## src/rtl/muldiv_iter.sv

```systemverilog
// muldiv_iter
//
// Iterative multiply/divide unit covering the eight RV32M funct3 operations
// for an XLEN-bit datapath. It sits beside the single-cycle ALU. The core
// stalls while busy is high and captures y when done pulses.
//
// Multiplies use an unsigned shift-add over operand magnitudes. Divides use
// restoring division on operand magnitudes. In both cases the sign is applied
// when the result is written out. Divide-by-zero and signed overflow skip the
// iterations entirely and finish one cycle after accept.
//
// Ports
//   clk    : clock, rising edge
//   reset  : asynchronous, active-high
//   start  : operation request, sampled only while idle (IDLE or FIN)
//   kill   : abort the operation in flight, or block a same-cycle start
//   op     : funct3 select
//            000 MUL, 001 MULH, 010 MULHSU, 011 MULHU,
//            100 DIV, 101 DIVU, 110 REM,    111 REMU
//   a, b   : rs1 / rs2 operands
//   busy   : iterations in progress
//   done   : one-cycle pulse, y and dz valid
//   y      : result, held until the next completion or reset
//   dz     : divide by zero flag, updated together with y

module muldiv_iter #(
    parameter int XLEN = 32,
    parameter int CNTW = $clog2(XLEN + 1)
) (
    input  logic            clk,
    input  logic            reset,
    input  logic            start,
    input  logic            kill,
    input  logic [2:0]      op,
    input  logic [XLEN-1:0] a,
    input  logic [XLEN-1:0] b,
    output logic            busy,
    output logic            done,
    output logic [XLEN-1:0] y,
    output logic            dz
);

    localparam logic [2:0] OP_MULH   = 3'b001;
    localparam logic [2:0] OP_MULHSU = 3'b010;
    localparam logic [2:0] OP_DIV    = 3'b100;
    localparam logic [2:0] OP_REM    = 3'b110;

    localparam logic [XLEN-1:0] MIN_VAL = {1'b1, {(XLEN-1){1'b0}}};

    typedef enum logic [1:0] {
        ST_IDLE,
        ST_CALC,
        ST_FIN
    } state_t;

    state_t state_q, state_d;

    logic [CNTW-1:0] cnt_q;
    logic [2:0]      op_q;
    logic            sa_q, sb_q;
    logic [XLEN-1:0] acc_hi_q;
    logic [XLEN-1:0] acc_lo_q;
    logic [XLEN-1:0] opnd_q;
    logic [XLEN-1:0] y_q;
    logic            dz_q;

    logic            accept;
    logic            last_iter;

    logic            sa, sb;
    logic [XLEN-1:0] mag_a, mag_b;
    logic            b_zero, ovf, fast;
    logic [XLEN-1:0] fast_y;

    logic [XLEN:0]     mul_addend;
    logic [XLEN:0]     mul_sum;
    logic [XLEN:0]     div_shift;
    logic              div_fits;
    logic [XLEN-1:0]   div_sub;
    logic [XLEN-1:0]   hi_nx, lo_nx;
    logic [2*XLEN-1:0] product, prod_s;
    logic [XLEN-1:0]   quot_s, rem_s;
    logic [XLEN-1:0]   calc_res;

    // Operand decode at accept time. Signed operands are replaced by their
    // magnitude. The most negative value wraps onto itself and is then treated
    // as the unsigned value 2^(XLEN-1), which is exactly the magnitude the
    // iterations need. Divide-by-zero and MIN / -1 are recognised here so
    // they can bypass the iterations.
    always_comb begin
        sa     = ((op == OP_DIV) || (op == OP_REM) || (op == OP_MULH) || (op == OP_MULHSU))
                 && a[XLEN-1];
        sb     = ((op == OP_DIV) || (op == OP_REM) || (op == OP_MULH)) && b[XLEN-1];
        mag_a  = sa ? -a : a;
        mag_b  = sb ? -b : b;
        b_zero = op[2] && (b == '0);
        ovf    = ((op == OP_DIV) || (op == OP_REM)) && (a == MIN_VAL) && (b == '1);
        fast   = b_zero || ovf;
        fast_y = '0;
        if (b_zero) begin
            fast_y = op[1] ? a : '1;
        end else if (ovf) begin
            fast_y = op[1] ? '0 : MIN_VAL;
        end
    end

    // One iteration step for both algorithms, sharing the same registers.
    // Multiply: acc_hi holds the partial product, acc_lo the multiplier.
    // Each step adds the multiplicand when the low multiplier bit is set, then
    // shifts {carry, acc_hi, acc_lo} right by one.
    // Divide: acc_hi is the partial remainder, acc_lo the dividend. Each step
    // shifts the next dividend bit into the remainder and subtracts the
    // divisor if it fits. The quotient bit enters acc_lo from the right.
    // The signed result is also formed here, so the last step can write y
    // in the same edge that moves the FSM to FIN.
    always_comb begin
        mul_addend = acc_lo_q[0] ? {1'b0, opnd_q} : '0;
        mul_sum    = {1'b0, acc_hi_q} + mul_addend;
        div_shift  = {acc_hi_q, acc_lo_q[XLEN-1]};
        div_fits   = (div_shift >= {1'b0, opnd_q});
        div_sub    = XLEN'(div_shift - {1'b0, opnd_q});
        if (op_q[2]) begin
            hi_nx = div_fits ? div_sub : div_shift[XLEN-1:0];
            lo_nx = {acc_lo_q[XLEN-2:0], div_fits};
        end else begin
            hi_nx = mul_sum[XLEN:1];
            lo_nx = {mul_sum[0], acc_lo_q[XLEN-1:1]};
        end
        product = {hi_nx, lo_nx};
        prod_s  = (sa_q ^ sb_q) ? -product : product;
        quot_s  = (sa_q ^ sb_q) ? -lo_nx : lo_nx;
        rem_s   = sa_q ? -hi_nx : hi_nx;
        if (op_q[2]) begin
            calc_res = op_q[1] ? rem_s : quot_s;
        end else begin
            calc_res = (op_q[1:0] == 2'b00) ? prod_s[XLEN-1:0] : prod_s[2*XLEN-1:XLEN];
        end
    end

    // FSM state register.
    always_ff @(posedge clk or posedge reset) begin
        if (reset) begin
            state_q <= ST_IDLE;
        end else begin
            state_q <= state_d;
        end
    end

    // Next state and status outputs. FIN behaves like IDLE for accepting a new
    // start, which gives back-to-back operation. kill always wins over start
    // and over completion. The counter holds the remaining steps, so the last
    // step is taken when it reads 1 and it reaches 0 on the way into FIN.
    always_comb begin
        state_d   = state_q;
        accept    = 1'b0;
        last_iter = (cnt_q == CNTW'(1));
        busy      = (state_q == ST_CALC);
        done      = (state_q == ST_FIN);
        case (state_q)
            ST_IDLE, ST_FIN: begin
                state_d = ST_IDLE;
                if (start && !kill) begin
                    accept  = 1'b1;
                    state_d = fast ? ST_FIN : ST_CALC;
                end
            end
            ST_CALC: begin
                if (kill) begin
                    state_d = ST_IDLE;
                end else if (last_iter) begin
                    state_d = ST_FIN;
                end
            end
            default: begin
                state_d = ST_IDLE;
            end
        endcase
    end

    // Datapath registers. On accept the operation, sign flags and operand
    // magnitudes are captured, so later changes on a/b/op are ignored. A
    // fast-path accept writes y/dz right away. Otherwise y/dz are written
    // only by the final iteration. A killed operation leaves y/dz untouched.
    always_ff @(posedge clk or posedge reset) begin
        if (reset) begin
            cnt_q    <= '0;
            op_q     <= '0;
            sa_q     <= 1'b0;
            sb_q     <= 1'b0;
            acc_hi_q <= '0;
            acc_lo_q <= '0;
            opnd_q   <= '0;
            y_q      <= '0;
            dz_q     <= 1'b0;
        end else if (accept) begin
            op_q     <= op;
            sa_q     <= sa;
            sb_q     <= sb;
            acc_hi_q <= '0;
            acc_lo_q <= op[2] ? mag_a : mag_b;
            opnd_q   <= op[2] ? mag_b : mag_a;
            if (fast) begin
                cnt_q <= '0;
                y_q   <= fast_y;
                dz_q  <= b_zero;
            end else begin
                cnt_q <= CNTW'(XLEN);
            end
        end else if (state_q == ST_CALC) begin
            if (kill) begin
                cnt_q <= '0;
            end else begin
                acc_hi_q <= hi_nx;
                acc_lo_q <= lo_nx;
                cnt_q    <= cnt_q - CNTW'(1);
                if (last_iter) begin
                    y_q  <= calc_res;
                    dz_q <= 1'b0;
                end
            end
        end
    end

    assign y  = y_q;
    assign dz = dz_q;

endmodule
```

## config.mk

```make
export PLATFORM = sky130hd
export DESIGN_NAME = muldiv_iter
export DESIGN_NICKNAME = d
export VERILOG_FILES = /design/src/rtl/muldiv_iter.sv
export SDC_FILE = /design/constraint.sdc
export NUM_CORES = 1
export LEC_CHECK = 0
export CORE_ASPECT_RATIO = 1.25
export CORE_MARGIN = 8
export CORE_UTILIZATION = 40
export DETAILED_ROUTE_END_ITERATION = 6
export PLACE_DENSITY = 0.64
export SLEW_MARGIN = 10
export SYNTH_ARGS = -nofsm -noshare
export SYNTH_HDL_FRONTEND = slang
export SYNTH_SLANG_ARGS = --single-unit
```

## constraint.sdc

```tcl
create_clock -name clk -period 4.55 [get_ports clk]
set_input_delay 0.91 -clock clk [delete_from_list [all_inputs] [get_ports clk]]
set_output_delay 0.91 -clock clk [all_outputs]
set_load 0.01 [all_outputs]
```

==> summary by stage <==
Floorplanning
In this run the vertical extent of the chip is around 240 um. For this configuration, the core starts out at a cell density of between 40% and 50%. The floorplan has ~80 rows. The placeable core area is around 40,000 um2. The die outline width is between 150 and 200 um.

The total die area is ~47,000 um2. roughly 110 I/O pins were placed.

Synth
The combinational family with the most area after synthesis is compound AO/OA/AOI/OAI gates. The cell area that synthesis handed to floorplanning was approximately 16,000 um2. The number of distinct library cells after synthesis is 101. The area share of the largest cell type after synthesis is around 22%. The number of nets handed over by synthesis was approximately 2.3k. The most used flip-flop cell after synthesis is dfrtp_1.

The xor and xnor area share after synthesis is approximately a tenth. The number of instances in the synthesized netlist is approximately 2.2k. The synthesized netlist devotes between 5 and 6% of its cell area to adder and majority cells. The portion of synthesized area spent on multiplexers is approximately 4%. The biggest area consumer among synthesized cells is dfrtp_1. Of the synthesized area, sequential elements account for approximately 22%. In this run the mean area of a mapped cell was approximately 7.3 um2. Summing the areas of all compound-gate instances in the mapped netlist gives slightly below 30% of the synthesized area. The register bit count reported by yosys is 142. Ranked by total cell area, the synthesized netlist is headed by dfrtp_1, o21ai_0, nand2_1. The share of synthesized cell area in and, or, nand and nor gates is 24.67%.

The synthesized design contains 0 enable-type register cells. In the synthesized netlist the async set-or-reset flop fraction comes to 100.0%. The number of synthesis warnings is 0.

Timing
Dividing the final minimum period by the clock period gives 99.32%. Setup repair after global routing could not meet its margin everywhere. The setup slack after layout is around 30 ps. The time the worst path needs with I/O delays and setup is 4519 ps. The worst-case headroom to the max-slew limit is around 27%. Timing would allow up to approximately 0.22 GHz. The final hold violation count is 0. Clock skew on the completed layout was measured at 12.83 ps. The final number of max-transition violations is 0. The number of endpoints failing setup at the final stage is 0. For the pin with the worst max-slew slack, the measured transition is about 1100 ps.

Pwr
The analysis attributes to cell leakage a power of about 9.4 nW. For this design the ratio of total power to cell area is between 700 and 800 nW/um2. The design draws between 0.015 and 0.02 W. The highest ir drop seen on vdd is roughly 470 uV.

Global routing
Entering global routing, the biggest net connects approximately 110 pins. The via count of the first global-routing pass is 18.78k. The global-route wire length before repair is around 110,000 um. The total global routing overflow is 0.

The initial antenna violation count is 3. For this run, the total global-route usage over all layers was measured as a little under a third.

Cells and area
The area taken by multi-input logic gates is 12,700 um2. The ratio of cells with drive above 1 in the final layout is 24.95%. The final-layout fill cell count is ~3.8k.

The area added between synthesis and finish is 38.42%. The count of nets after finishing is between 2k and 3k. The register cell area after layout is 3561 um2. The count of inserted antenna diode cells is 0.

Worst setup path
The critical-path maximum fanout is 9. The critical path class is reg2reg. For this run, the slowest stage of the critical path takes roughly 590 ps. The reg2reg setup slack is approximately 30 ps. The endpoint kind of the worst setup timing path is a register. The worst endpoint data arrival time is 4820 ps. For the worst setup path, the data required time is 4850 ps.

The critical path goes through inv_2 -> ha_4 -> inv_1 -> fa_2 -> a21o_1 -> a221o_1 -> buf_6 -> a21oi_4 -> o21ai_1 -> xor2_1 -> nand3_1 -> o211ai_2 -> or4_4 -> buf_8 -> o31ai_2 -> xnor2_1 -> mux2i_1 -> a221oi_2 -> buf_4 -> a21oi_1. The slowest stage of the critical path belongs to the cell or4_4. The worst setup path is launched from a register.

Detailed routing
The number of search-and-repair iterations in the first detailed-routing pass is 7. Dividing the detail-routed wire length by the instance count gives 24.64 um. After detailed routing, the number of remaining DRC violations is 8. In this run, the number of DRC markers left after iteration 0 of detailed routing was ~1.9k.

Dividing the detail-routed via count by the number of cells gives roughly 6.1. The routed layout has between 15k and 20k vias. The count of antenna-violating nets left after detailed routing is 0. The final routed wirelength across all metal layers is ~77,000 um.

Run
The tool flagged a number of max-cap violations equal to 0.

Clocking
The buffer type at the clock tree root is clkbuf_16. The number of buffers inserted by hold repair at cts is 0. The clock tree synthesis step divided the H-tree into 4 levels. After clock tree synthesis, the clock-pin slew on the worst setup and hold paths is approximately 70 ps. The largest buffer count on any clock path is 2. The TritonCTS clock tree is done. Clock latency on the worst-skew pair, taken at its later pin, is approximately 450 ps.

The clock net in this run drives a total of ~140 sinks. The number of clock buffers added by TritonCTS is 17.

Outcome
The flow ran to the end, but the final reports show violations. The checks that failed: DRC.

Place
The HPWL after detailed placement is between 60,000 and 70,000 um. Port buffering added roughly 110 buffers. The congestion estimate from routability-driven global placement came to roughly 1.1.

At the placement stage, the worst setup path has a slack of -330.9 ps.

Worst hold path
The worst hold-check path type is reg2reg.
-- critical path, delay by kind of cell, from the launching register on --
family / cells / cell delay, ps
compound gates: 8 / 1600
xor+xnor: 2 / 340
fa+ha+maj: 2 / 490
buf+inv: 5 / 630
flops: 1 / 400
mux: 1 / 200
simple gates: 2 / 700
-- cells in the mapped netlist (all sizes together), types with 55 or more instances --
library cell	instances
nand2	267
nor2	212
o21ai	206
a21oi	204
dfrtp	142
xnor2	99
clkbuf	98
xor2	75
ha	71
inv	71
mux2i	56
nor3	55
-- metrics by stage --
stage | TNS [ps] | hold WS, ps | instance area, um2 | std cells | utilization [%]
5_1_grt | -278.3 | 525.5 | 22210 | 3141 | 55.79
6_report | 0 | 508.4 | 22210 | 3141 | 55.79
4_1_cts | -0.03375 | 510.9 | 21300 | 3114 | 53.51
2_1_floorplan | 0 | 463.2 | 16080 | 2201 | -
3_3_place_gp | -5037 | 493.8 | 20300 | 3071 | 51.01
3_5_place_dp | -6151 | 495.2 | 20300 | 3071 | 51.01
-- logic make-up (layout without fill, tap and decap cells) --
family / Yosys count / in the layout
compound gates: 720 / 720
xor+xnor: 174 / 174
fa+ha+maj: 73 / 73
buf+inv: 204 / 640
flops: 142 / 142
mux: 63 / 63
simple gates: 825 / 825
-- sequential cells by signal, summed over array words and instances, names as in the netlist --
name / cells
acc_hi_q: 32
acc_lo_q: 32
cnt_q: 6
dz: 1
op_q: 3
opnd_q: 32
sa_q: 1
sb_q: 1
state_q: 2
y: 32
-- path summary, 6_finish.rpt --
check                                  start    endpoint  cells after the start
min in group asynchronous              reset  opnd_q[26]                      2
worst max register to register  acc_lo_q[31]       y[21]                     20
worst min register to register         y[14]       y[14]                      2
worst min-delay path                   y[14]       y[14]                      2
max in group asynchronous              reset       y[22]                      3
worst max-delay path            acc_lo_q[31]       y[21]                     20
-- where the power goes --
group | leakage (nW) | total [W] | switching, W | internal, W
clock | 0.273 | 0.00144 | 0.000635 | 0.000806
combinational | 7.34 | 0.0138 | 0.00780 | 0.00601
sequential | 1.79 | 0.00233 | 0.000566 | 0.00176
total | 9.39 | 0.0176 | 0.00900 | 0.00858
-- per-layer routing --
layer | up-vias | part of all wire [%] | GRT usage, %
met1 | 9264 | 38 | 36.30
met2 | 917 | 47 | 53.05
met3 | 261 | 5.7 | 3.850
li1 | 8870 | - | -
met5 | - | 0 | 0
met4 | 0 | 9.7 | 27.71
-- final cells by class --
| class | count | share of cell area, % |
|---|---|---|
| multi-input combinational | 1855 | 57.17 |
| timing repair buffer | 536 | 20.14 |
| sequential | 142 | 16.03 |
| tap | 504 | 2.839 |
| clock buffer | 18 | 1.932 |
| inverter | 73 | 1.251 |
| clock inverter | 13 | 0.6366 |
-- cell usage in the layout (no fill, tap or decap), types with 13 or more instances in the layout --
| cell | n |
|---|---|
| buf_4 | 406 |
| nand2_1 | 261 |
| nor2_1 | 205 |
| o21ai_0 | 189 |
| a21oi_1 | 182 |
| dfrtp_1 | 138 |
| clkdlybuf4s50_1 | 104 |
| xnor2_1 | 94 |
| xor2_1 | 74 |
| inv_1 | 65 |
| mux2i_1 | 54 |
| nor3_1 | 51 |
| and2_1 | 47 |
| nand3_1 | 45 |
| a31oi_1 | 42 |
| o211ai_1 | 40 |
| ha_1 | 40 |
| nand4_1 | 33 |
| ha_4 | 29 |
| or3_1 | 27 |
| nand2b_1 | 21 |
| a21o_1 | 20 |
| o31ai_1 | 20 |
| nor4_1 | 19 |
| a21oi_2 | 19 |
| o21a_1 | 17 |
| clkbuf_16 | 17 |
| or2_2 | 15 |
| o21ai_1 | 15 |
| a221o_1 | 15 |
| a22o_1 | 15 |
| buf_6 | 15 |
| nor2b_1 | 13 |
| and3_1 | 13 |
-- timing repair --
action / CTS / global route
endpoints found under the setup margin: 16 / 27
resized for setup: 59 / 136
pin swaps: 29 / 51
endpoints found under the hold margin: 0 / 0
buffers inserted: 12 / 28
Power figures use the tool's default switching activity.
